File: src/rtl/neuron_mac.sv
// Sequential MAC neuron: streams LEN activations against weights fetched from a
// negedge-registered ROM and emits one saturated result. Optional macro RELU_EN clamps negatives to 0.
module neuron_mac #(
  parameter int N     = 8,
  parameter int Q     = 7,
  parameter int LEN   = 16,
  parameter int ACC_W = 2*N+8
) (
  input  logic         clk,
  input  logic         rst_n,
  input  logic         start,
  input  logic [7:0]   base_addr,
  input  logic         in_valid,
  input  logic [N-1:0] in_data,
  output logic         in_ready,
  output logic [7:0]   rom_addr,
  input  logic [N-1:0] rom_data,
  output logic         out_valid,
  output logic [N-1:0] out_data,
  output logic         busy
);

  // state | meaning
  // IDLE  | waiting for start
  // PRIME | ROM fetching weight[base_addr]
  // RUN   | accepting activations, one MAC per handshake
  // OUT   | result valid for one cycle
  typedef enum logic [1:0] {IDLE, PRIME, RUN, OUT} state_t;

  localparam int CNT_W = 9;
  localparam logic signed [ACC_W-1:0] SAT_MAX = ACC_W'(2**(N-1) - 1);
  localparam logic signed [ACC_W-1:0] SAT_MIN = ~SAT_MAX;

  state_t state, state_nxt;
  logic signed [ACC_W-1:0] acc, acc_sum, shifted;
  logic signed [2*N-1:0]   act_ext, wgt_ext, prod;
  logic [CNT_W-1:0]        count;
  logic [N-1:0]            res_sat, res_final;
  logic                    hs, last;

  assign hs   = (state == RUN) && in_valid;
  assign last = hs && (count == CNT_W'(LEN - 1));

  assign act_ext = {{N{in_data[N-1]}}, in_data};
  assign wgt_ext = {{N{rom_data[N-1]}}, rom_data};
  assign prod    = act_ext * wgt_ext;
  assign acc_sum = acc + {{(ACC_W-2*N){prod[2*N-1]}}, prod};
  assign shifted = acc_sum >>> Q;

  // Result is registered on the final handshake so out_data is valid during OUT.
  always_comb begin
    if (shifted > SAT_MAX)
      res_sat = SAT_MAX[N-1:0];
    else if (shifted < SAT_MIN)
      res_sat = SAT_MIN[N-1:0];
    else
      res_sat = shifted[N-1:0];
`ifdef RELU_EN
    res_final = res_sat[N-1] ? '0 : res_sat;
`else
    res_final = res_sat;
`endif
  end

  always_ff @(posedge clk or negedge rst_n) begin
    if (!rst_n) begin
      state    <= IDLE;
      rom_addr <= '0;
      acc      <= '0;
      count    <= '0;
      out_data <= '0;
    end else begin
      state <= state_nxt;
      if (state == IDLE && start) begin
        rom_addr <= base_addr;
        acc      <= '0;
        count    <= '0;
      end else if (hs) begin
        acc      <= acc_sum;
        rom_addr <= rom_addr + 8'd1;
        count    <= count + CNT_W'(1);
        if (last)
          out_data <= res_final;
      end
    end
  end

  always_comb begin
    state_nxt = state;
    case (state)
      IDLE:    if (start) state_nxt = PRIME;
      PRIME:   state_nxt = RUN;
      RUN:     if (last) state_nxt = OUT;
      OUT:     state_nxt = IDLE;
      default: state_nxt = IDLE;
    endcase
  end

  always_comb begin
    in_ready  = (state == RUN);
    out_valid = (state == OUT);
    busy      = (state != IDLE);
  end

endmodule
File: config.mk
export PLATFORM = sky130hd
export DESIGN_NAME = neuron_mac
export DESIGN_NICKNAME = d
export VERILOG_FILES = /design/src/rtl/neuron_mac.sv
export SDC_FILE = /design/constraint.sdc
export NUM_CORES = 1
export LEC_CHECK = 0
export BUFFER_PORTS_ARGS = -buffer_cell sky130_fd_sc_hd__buf_2
export CORE_UTILIZATION = 45
export DETAILED_ROUTE_END_ITERATION = 8
export GPL_TIMING_DRIVEN = 1
export PLACE_DENSITY = 0.63
export SYNTH_ARGS = -nofsm -noshare
export SYNTH_HDL_FRONTEND = slang
export SYNTH_SLANG_ARGS = --single-unit
File: constraint.sdc
create_clock -name clk -period 4.2 [get_ports clk]
set_input_delay 0.84 -clock clk [delete_from_list [all_inputs] [get_ports clk]]
set_output_delay 0.84 -clock clk [all_outputs]
set_load 0.03 [all_outputs]
==> key figures, run 1 <==
Clocking
  – H-tree levels: 2
  – Clock transition at path regs: around 0.070 ns
  – Clock Latency Late Sink: 0.30 ns
  – Total CTS buffers: 5
  – CTS tree: yes
  – Root Driver: clkbuf_16
  – Max Root-Sink Buffers: 2
  – Sinks on Clock Net: 51

Synth
  – Syn Area/Cell: 8.48 µm²
  – Area contributors post-synth: dfrtp_1 20%, fa_1 18%, ha_1 12%
  – Post-synth EDFFs: 0
  – Yosys top cell area share: 0.200
  – Mapped cell area: between 0.006 and 0.007 mm²
  – Most used DFF post-synth: dfrtp_1
  – Synth warn: 0
  – Post-Syn Nets: 894
  – Synth area leader: dfrtp_1
  – Cell variety after synth: around 70
  – Synth Register Bits: 51
  – Mapped Cells: 751
  – Post-synth ARST share: 1.00
  – Register area share after synthesis: 0.200

Cells and area
  – Final Instance Count excl. Fillers: 1146
  – Final #Nets: 1108
  – Fillers: 1021
  – Antenna diode count: 0
  – Ratio of cells with drive above 1 in the final layout: 0.444
  – Layout area overhead: 50.6%
  – Most frequent cells in the layout: 140 x buf_4, 84 x inv_1, 73 x nand2_1
  – Most common cell after layout, fill and taps aside: buf_4

Route
  – Detailed-route vias per instance: 5.38
  – Routed Wire Length: ~18000 µm
  – DRT Pass-1 Iters: 8
  – 1st-iter DRT viols: 261
  – Routed length per instance: ~16 µm
  – Antenna-violating nets left: 0
  – Vias after detailed routing: 6171
  – Drt drc: 0

Timing
  – Skew final: 0.00619 ns
  – Max_slew headroom: 0.284
  – Crit share post-route: 1.67
  – Min Tclk post-route: 7.01 ns
  – RSZ-0062 raised after global routing: yes
  – Worst Max-Slew Pin Slew: ~1.1 ns
  – Final setup violation count: 26
  – Hold Vio Cnt, Final: 0
  – PnR worst setup slack: -2.81 ns
  – Maximum clock frequency: about 0.14 GHz
  – Final Slew Violations: 0

Setup path
  – Reg-to-reg critical path endpoint: out_data[2]
  – R2R depth: 12
  – Arr. time, crit path: around 7 ns
  – Critical Path RT: 4.37 ns
  – Critical-path maximum fanout: 8
  – RR Startpoint: acc[0]
  – CP Capture Type: flip-flop
  – Reg2reg setup slack: 0.58 ns
  – Startpoint type of the worst setup path: input port
  – Crit path kind: input port to flip-flop

Floorplanning
  – Die span in y: 121 µm
  – Die width: 121 µm
  – Initial Util: 0.460
  – # IOs: 47
  – Core Area: 0.0138 mm²
  – Die area: 0.0146 mm²
  – FP Rows: 43

Outcome
  – Failing checks: negative setup slack
  – Status: complete, but fails checks

Hold path
  – Hold EP: out_data[7]
  – Min-Delay Path Class: flip-flop to flip-flop
  – Hold Startpoint: out_data[7]
  – Hold depth: 2

GRT
  – Vias in the first global route: 6359
  – Total grt overflow: 0
  – Global-route wire length before repair: 30000 µm
  – GRT Util Overall: 0.258
  – Largest net degree at the start of global routing: 52
  – Initial antenna violation count: 0

Placement
  – PortBufs: 46
  – Placed Cells: roughly 1100
  – Routability Congestion: between 0.9 and 1
  – Post-DP HPWL: 13300 µm

Flow run
  – Max Cap Viol: 0
[synthesized netlist by cell type, types with 6 or more instances]
cell type,n
a21oi_1,47
nor2_1,49
o21ai_0,29
and2_1,49
o22ai_1,8
o21a_1,6
xnor2_1,27
a21o_1,14
nand2_1,85
fa_1,56
ha_1,59
clkbuf_1,15
nor3_1,18
nand3_1,10
nand4_1,14
inv_1,105
nor2b_1,10
xor2_1,14
dfrtp_1,51
[routing by layer]
metal / track usage / up-vias / share of wire
met2: 0.473 / 152 / 0.53
met1: 0.316 / 3050 / 0.41
met5: 0 / - / 0
met4: 0.0841 / 0 / 0.024
li1: - / 2929 / -
met3: 0.0230 / 40 / 0.033
[worst max-delay path, stage by stage]
cell and delay (ns):
buf_6 0.11, buf_6 0.11, and2_4 0.15, fa_1 0.54, inv_2 0.04, fa_1 0.49
inv_1 0.05, fa_1 0.49, inv_1 0.06, fa_1 0.52, inv_2 0.05, ha_4 0.21
or2_4 0.26, a21oi_4 0.16, a21oi_2 0.07, or4_4 0.44, nand3_4 0.13, inv_8 0.07
ha_4 0.27, nand4_1 0.11, nor2_1 0.15, nand2_1 0.09, or4_4 0.43, nand3_2 0.07
or3b_4 0.38, or3_4 0.35, o311ai_4 0.39, o22ai_1 0.14
[through the flow]
step                      instance area [µm²]  utilization  setup TNS, ns  setup slack (ns)  hold WS (ns)
after detailed placement                 7990        0.578         -64.52             -3.39         0.476
after CTS                                9050        0.654         -50.72             -2.86         0.496
after global placement                   7990        0.578         -62.70             -3.25         0.467
after global routing                     9580        0.693         -57.13             -3.05         0.520
final                                    9580        0.693         -51.34             -2.81         0.489
after floorplan                          6530            -         -49.02             -2.97         0.487
[final cells by class]
type / instances / area (µm²) / share of cell area
inverter: 105 / 402 / 0.0419
sequential: 51 / 1280 / 0.133
multi-input combinational: 575 / 5680 / 0.592
timing repair buffer: 227 / 1840 / 0.192
tap: 180 / 225 / 0.0235
clock buffer: 5 / 125 / 0.0131
clock inverter: 3 / 33.8 / 0.00352
[cell families after synthesis]
| group | count (synthesis) | synth area share |
|---|---|---|
| xor gates and xnor gates | 42 | 0.0599 |
| and+or+nand+nor | 269 | 0.213 |
| AOI/OAI and AO/OA | 147 | 0.153 |
| adders and majority gates | 115 | 0.292 |
| muxes | 2 | 0.00334 |
| buffers and inverters | 125 | 0.0784 |
| DFF | 51 | 0.200 |
[worst max path at each step]
stage | slack, ns | start | endpoint | cells after the start
2_1_floorplan | -2.97 | rom_data[2] | out_data[0] | 28
3_3_place_gp | -3.25 | rom_data[3] | out_data[6] | 30
3_5_place_dp | -3.39 | rom_data[7] | out_data[6] | 24
4_1_cts | -2.86 | in_data[5] | out_data[5] | 28
5_1_grt | -3.05 | in_data[6] | out_data[3] | 28
6_report | -2.81 | in_data[6] | out_data[2] | 28
[repair_timing]
action                     CTS  global route
buffers inserted            23            13
setup endpoints to repair   27            27
resized for setup          158           104
pin swaps                   89            99
hold buffers                 0             0
[sequential cells by signal (all words and copies together) (netlist names)]
register and count:
state 2, out_data 8, count 9, acc 24, rom_addr 8
Power of run 1 is left out: the tool's default activity adds up to more than one toggle a clock period on the data nets, which glitch-free logic cannot reach.
==> run 2, diff against run 1 <==
--- a/config.mk
+++ b/config.mk
@@ -10,6 +10,7 @@
 export DETAILED_ROUTE_END_ITERATION = 8
 export GPL_TIMING_DRIVEN = 1
 export PLACE_DENSITY = 0.63
+export SETUP_SLACK_MARGIN = 0.02
 export SYNTH_ARGS = -nofsm -noshare
 export SYNTH_HDL_FRONTEND = slang
 export SYNTH_SLANG_ARGS = --single-unit
==> run 2 against run 1 <==
Against the previous run: the run still ends with negative setup slack left; die area unchanged; clock skew about the same; final cell count unchanged; fmax increased by 0.13%; critical path depth unchanged; final area increased by 0.25%; via count decreased by 0.23%; register-to-register slack about the same; sequential cell count unchanged; largest cell class unchanged.
==> key figures, run 2 (synthesis results as in run 1) <==
Outcome
  – Failing checks: negative setup slack
  – Status: complete, but fails checks

Setup path
  – Reg2reg setup slack: 0.59 ns (about the same)
  – Critical-path maximum fanout: 8 (unchanged)
  – RR Startpoint: acc[0]
  – Critical Path RT: 4.37 ns (about the same)
  – Critical path startpoint: in_data[6]
  – Startpoint type of the worst setup path: input port
  – Crit path capture: out_data[2]
  – R2R depth: 12 (unchanged)
  – Arr. time, crit path: 7.17 ns (about the same)
  – Crit path kind: input port to flip-flop
  – Reg-to-reg critical path endpoint: out_data[2]
  – CP Capture Type: flip-flop

Route
  – Routed length per instance: 16.3 µm (+0.78%)
  – Vias after detailed routing: 6157 (-0.23%)
  – 1st-iter DRT viols: 276 (+5.7%)
  – Detailed-route vias per instance: 5.37 (-0.23%)
  – DRT Pass-1 Iters: 5 (-3)
  – Routed Wire Length: 18600 µm (+0.78%)
  – Antenna-violating nets left: 0 (unchanged)
  – Drt drc: 0 (unchanged)

Clocking
  – Clock transition at path regs: 0.07 ns (about the same)
  – Max Root-Sink Buffers: 2 (unchanged)
  – CTS tree: yes
  – Root Driver: clkbuf_16
  – H-tree levels: 2 (unchanged)
  – Total CTS buffers: 5 (unchanged)
  – Sinks on Clock Net: 51 (unchanged)
  – Clock Latency Late Sink: 0.30 ns (about the same)

Timing
  – Min Tclk post-route: 7.00 ns (-0.00892 ns)
  – Final Slew Violations: 0 (unchanged)
  – Max_slew headroom: 0.287 (+0.00289)
  – PnR worst setup slack: -2.80 ns (+0.00892 ns)
  – RSZ-0062 raised after global routing: yes
  – Crit share post-route: 1.67 (-0.00212)
  – Final setup violation count: 26 (unchanged)
  – Worst Max-Slew Pin Slew: 1.07 ns (-0.00433 ns)
  – Skew final: 0.00652 ns (+0.000325 ns)
  – Maximum clock frequency: 0.143 GHz (+0.13%)
  – Hold Vio Cnt, Final: 0 (unchanged)

Cells and area
  – Most common cell after layout, fill and taps aside: buf_4
  – Final #Nets: 1108 (unchanged)
  – Util after Layout: 0.695 (+0.00172)
  – Most frequent cells in the layout: 141 x buf_4, 83 x inv_1, 72 x nand2_1
  – Layout area overhead: 50.9%
  – Number of flip-flops under the largest register name: 24 (unchanged)
  – Cell area after layout: 0.00961 mm² (+0.25%)
  – Biggest register: acc
  – Ratio of cells with drive above 1 in the final layout: 0.446 (+0.00207)
  – Antenna diode count: 0 (unchanged)
  – Final Instance Count excl. Fillers: 1146 (unchanged)
  – Largest registers: acc x24, count x9

Floorplanning
  – Die span in y: 121 µm (unchanged)
  – Core Area: 0.0138 mm² (unchanged)
  – Die width: 121 µm (unchanged)
  – Initial Util: 0.460 (unchanged)
  – # IOs: 47 (unchanged)
  – FP Rows: 43 (unchanged)
  – Die area: 0.0146 mm² (unchanged)

GRT
  – Total grt overflow: 0 (unchanged)
  – Vias in the first global route: 6358 (-0.016%)
  – Initial antenna violation count: 0 (unchanged)
  – Largest net degree at the start of global routing: 52 (unchanged)
  – Global-route wire length before repair: 30000 µm (about the same)
  – GRT Util Overall: 0.258 (+0.000510)

Placement
  – PortBufs: 46 (unchanged)
  – Placed Cells: 1107 (unchanged)
  – Placement Cell Area: 0.00799 mm² (unchanged)
  – Post-DP HPWL: 13300 µm (unchanged)
  – Routability Congestion: 0.907 (unchanged)

Flow run
  – Max Cap Viol: 0 (unchanged)

Hold path
  – Min-Delay Path Class: flip-flop to flip-flop
[run 2: cell counts in the layout (fill, tap and decap cells not counted)]
Identical to the previous run, type by type.
[run 2: worst min path at each step]
stage                      startpoint           to  slack, ns  cells past startpoint
after floorplan               acc[14]      acc[14]       0.49                      2
after detailed placement  out_data[7]  out_data[7]       0.48                      2
after global placement    out_data[7]  out_data[7]       0.47                      2
after global routing      out_data[7]  out_data[7]       0.52                      2
final                     out_data[7]  out_data[7]       0.49                      2
after CTS                 out_data[7]  out_data[7]       0.50                      2
[run 2: metrics by stage]
stage	setup TNS (ns)	setup WS [ns]	hold slack, ns
floorplan	-49.02	-2.97	0.487
global placement	-62.70	-3.25	0.467
detailed placement	-64.52	-3.39	0.476
CTS	-50.72	-2.86	0.496
global route	-57.24	-3.06	0.520
finish	-51.34	-2.80	0.492
[run 2: cell type report]
class | count | area, µm²
clock buffer | 5 | 125
clock inverter | 3 | 33.8
fill | 1023 | 4220
inverter | 105 | 402
multi-input combinational | 575 | 5710
sequential | 51 | 1280
tap | 180 | 225
timing repair buffer | 227 | 1840
[run 2: worst max-delay path: stages]
cell,delay [ns]
buf_6,0.11
buf_6,0.12
and2_4,0.15
fa_1,0.54
inv_2,0.04
fa_1,0.49
inv_1,0.05
fa_1,0.49
inv_1,0.06
fa_1,0.52
inv_2,0.05
ha_4,0.21
or2_4,0.25
a21oi_4,0.16
a21oi_2,0.07
or4_4,0.44
nand3_4,0.13
inv_8,0.07
ha_4,0.27
nand4_1,0.11
nor2_1,0.15
nand2_1,0.09
or4_4,0.43
nand3_2,0.07
or3b_4,0.38
or3_4,0.35
o311ai_4,0.38
o22ai_1,0.14
[run 2: repair_timing]
| item | CTS | global route |
|---|---|---|
| buffers inserted | 23 | 13 |
| hold buffers | 0 | 0 |
| resized for setup | 159 | 107 |
| endpoints found under the setup margin | 27 | 27 |
| cloned | 0 | 0 |
| pin swaps | 89 | 99 |
[run 2: metal layers]
metal | track usage | share of wire | up-vias
met5 | 0 | 0 | -
met4 | 0.0841 | 0.025 | 0
met3 | 0.0230 | 0.037 | 39
met2 | 0.474 | 0.53 | 169
met1 | 0.316 | 0.40 | 3014
li1 | - | - | 2935
Power of run 2 is left out for the same reason.
==> run 3, diff against run 2 <==
--- a/config.mk
+++ b/config.mk
@@ -5,6 +5,7 @@
 export SDC_FILE = /design/constraint.sdc
 export NUM_CORES = 1
 export LEC_CHECK = 0
+export ABC_AREA = 1
 export BUFFER_PORTS_ARGS = -buffer_cell sky130_fd_sc_hd__buf_2
 export CORE_UTILIZATION = 45
 export DETAILED_ROUTE_END_ITERATION = 8
==> run 3 against run 2 <==
Against the previous run: the run still ends with negative setup slack left; register-to-register slack gained 0.54 ns; fmax is 11% higher; via count up 7.8%; clock skew grew 0.0036 ns; hold slack lost 0.046 ns; sequential share of layout area down 0.31 points; first-iteration DRC count is 28% higher; synthesized cell count up 29%; highest routed layer unchanged; synthesized area rose by 4.6%.
==> key figures, run 3 <==
Outcome
  – Status: complete, but fails checks
  – Failing checks: negative setup slack

Timing
  – Hold Vio Cnt, Final: 0 (unchanged)
  – RSZ-0062 raised after global routing: yes
  – Final setup violation count: 26 (unchanged)
  – Crit share post-route: 1.51 (-0.159)
  – Min Tclk post-route: 6.33 ns (-0.668 ns)
  – Final Slew Violations: 0 (unchanged)
  – Skew final: 0.0101 ns (+0.00357 ns)
  – Worst Max-Slew Pin Slew: 1.00 ns (-0.0663 ns)
  – Max_slew headroom: 0.332 (+0.0452)
  – PnR worst setup slack: -2.13 ns (+0.668 ns)
  – Maximum clock frequency: 0.158 GHz (+11%)

GRT
  – GRT Util Overall: 0.252 (-0.00623)
  – Total grt overflow: 0 (unchanged)
  – Global-route wire length before repair: 30100 µm (+0.32%)
  – Initial antenna violation count: 0 (unchanged)
  – Vias in the first global route: 6603 (+3.9%)
  – Largest net degree at the start of global routing: 35 (-33%)

Clocking
  – Total CTS buffers: 5 (unchanged)
  – CTS tree: yes
  – Root Driver: clkbuf_16
  – Clock transition at path regs: 0.07 ns (about the same)
  – Clock Latency Late Sink: 0.32 ns (+0.02 ns)
  – Max Root-Sink Buffers: 2 (unchanged)
  – Sinks on Clock Net: 51 (unchanged)
  – H-tree levels: 2 (unchanged)
  – Cts hold-fix bufs: 0 (unchanged)

Cells and area
  – Layout area overhead: 47.8%
  – Largest registers: acc x24, count x9
  – Most common cell after layout, fill and taps aside: inv_1
  – Biggest register: acc
  – Cell area after layout: 0.00984 mm² (+2.4%)
  – Ratio of cells with drive above 1 in the final layout: 0.411 (-0.0348)
  – Antenna diode count: 0 (unchanged)
  – Final #Nets: 1287 (+16%)
  – Most frequent cells in the layout: 200 x inv_1, 195 x nand2_1, 113 x buf_4
  – Number of flip-flops under the largest register name: 24 (unchanged)

Floorplanning
  – Initial Util: 0.460 (-0.000680)
  – Die area: 0.0153 mm² (+4.5%)
  – Core Area: 0.0145 mm² (+4.7%)
  – Die span in y: 124 µm (+2.2%)
  – Die width: 124 µm (+2.2%)
  – # IOs: 47 (unchanged)
  – FP Rows: 44 (+2.3%)

Synth
  – Post-synth ARST share: 1.00 (unchanged)
  – Mapped Cells: 971 (+29%)
  – Post-Syn Nets: 1114 (+25%)
  – Top-count cell post-synth: nand2_1
  – Cell variety after synth: 41 (-42%)
  – Synth Register Bits: 51 (unchanged)
  – Synth area leader: dfrtp_1
  – Mapped cell area: 0.00666 mm² (+4.6%)
  – Synth warn: 0 (unchanged)
  – Syn Area/Cell: 6.86 µm² (-19%)
  – Most used DFF post-synth: dfrtp_1
  – Area contributors post-synth: dfrtp_1 19%, fa_1 17%, nand2_1 16%
  – Most frequent cells after synthesis: 278 x nand2_1, 249 x inv_1, 59 x ha_1
  – Register area share after synthesis: 0.192 (-0.00874)
  – Post-synth EDFFs: 0 (unchanged)
  – Yosys top cell area share: 0.192 (-0.00874)

Route
  – 1st-iter DRT viols: 354 (+28%)
  – Drt drc: 0 (unchanged)
  – Routed Wire Length: 18900 µm (+1.3%)
  – Vias after detailed routing: 6640 (+7.8%)
  – Detailed-route vias per instance: 5.00 (-7.0%)
  – Routed length per instance: 14.2 µm (-13%)
  – DRT Pass-1 Iters: 5 (unchanged)
  – Antenna-violating nets left: 0 (unchanged)

Placement
  – PortBufs: 46 (unchanged)
  – Placement Cell Area: 0.00818 mm² (+2.3%)
  – Post-DP HPWL: 13200 µm (-0.95%)
  – Routability Congestion: 0.870 (-4.2%)

Setup path
  – Largest stage delay on the critical path: 0.55 ns (about the same)
  – Critical-path maximum fanout: 8 (unchanged)
  – Crit path max-delay cell type: fa_1
  – Arr. time, crit path: 6.54 ns (-0.63 ns)
  – WP buf/inv: 7 (unchanged)
  – Cell repeated most along the worst path: nand2_1
  – Critical path's top delay family: adder cells
  – Startpoint type of the worst setup path: input port
  – Crit path kind: input port to flip-flop
  – Critical Path RT: 4.41 ns (+0.04 ns)
  – CP Capture Type: flip-flop

Hold path
  – Min-Delay Path Class: flip-flop to flip-flop

Flow run
  – Max Cap Viol: 0 (unchanged)
==> run 3: cell families after synthesis <==
| kind of cell | Yosys count | synth area share |
|---|---|---|
| XOR/XNOR | 23 | 0.0303 |
| AO/OA/AOI/OAI | 99 | 0.0882 |
| AND/OR/NAND/NOR | 408 | 0.255 |
| flip-flops | 51 | 0.192 |
| buffers and inverters | 275 | 0.156 |
| adder cells (fa/ha/maj) | 115 | 0.279 |
==> run 3: per-layer routing <==
metal,vias to the layer above,global-route usage,share of wire
met5,-,0,0
met4,0,0.0467,0.014
met3,30,0.0440,0.036
met2,109,0.425,0.49
met1,3237,0.340,0.46
li1,3264,-,-
==> run 3: path summary, 6_finish.rpt <==
| kind | endpoint | cells after the start | from | slack [ns] |
|---|---|---|---|---|
| max in group asynchronous | state[0] | 2 | rst_n | 2.75 |
| min in group asynchronous | acc[22] | 1 | rst_n | 0.64 |
| hold reg to reg | count[8] | 1 | count[7] | 0.45 |
| setup / recovery | out_data[0] | 38 | rom_data[7] | -2.13 |
| hold / removal | count[8] | 1 | count[7] | 0.45 |
| setup reg to reg | out_data[3] | 17 | acc[0] | 1.13 |
==> run 3: what timing repair did <==
action,in CTS,in global routing
setup buffers,28,21
setup endpoints to repair,26,26
pin swaps,80,105
endpoints found under the hold margin,0,0
gates resized for setup,166,156
==> run 3: area by class of cell <==
class	instances	area, µm²
timing repair buffer	188	1520
tap	184	230
sequential	51	1280
multi-input combinational	645	5680
inverter	253	971
clock inverter	2	38.8
clock buffer	6	129
fill	1155	4640
==> run 3: stage by stage <==
stage                     std cells  setup slack, ns  hold slack [ns]  TNS [ns]  utilization
after CTS                      1318            -1.87            0.451    -37.39        0.632
after global placement         1285            -2.39            0.429    -48.60        0.565
after global routing           1329            -2.45            0.481    -48.01        0.680
final                          1329            -2.13            0.445    -41.73        0.680
after floorplan                 971            -1.94            0.423    -35.51            -
after detailed placement       1285            -2.49            0.443    -50.17        0.565
Power of run 3 is left out for the same reason.
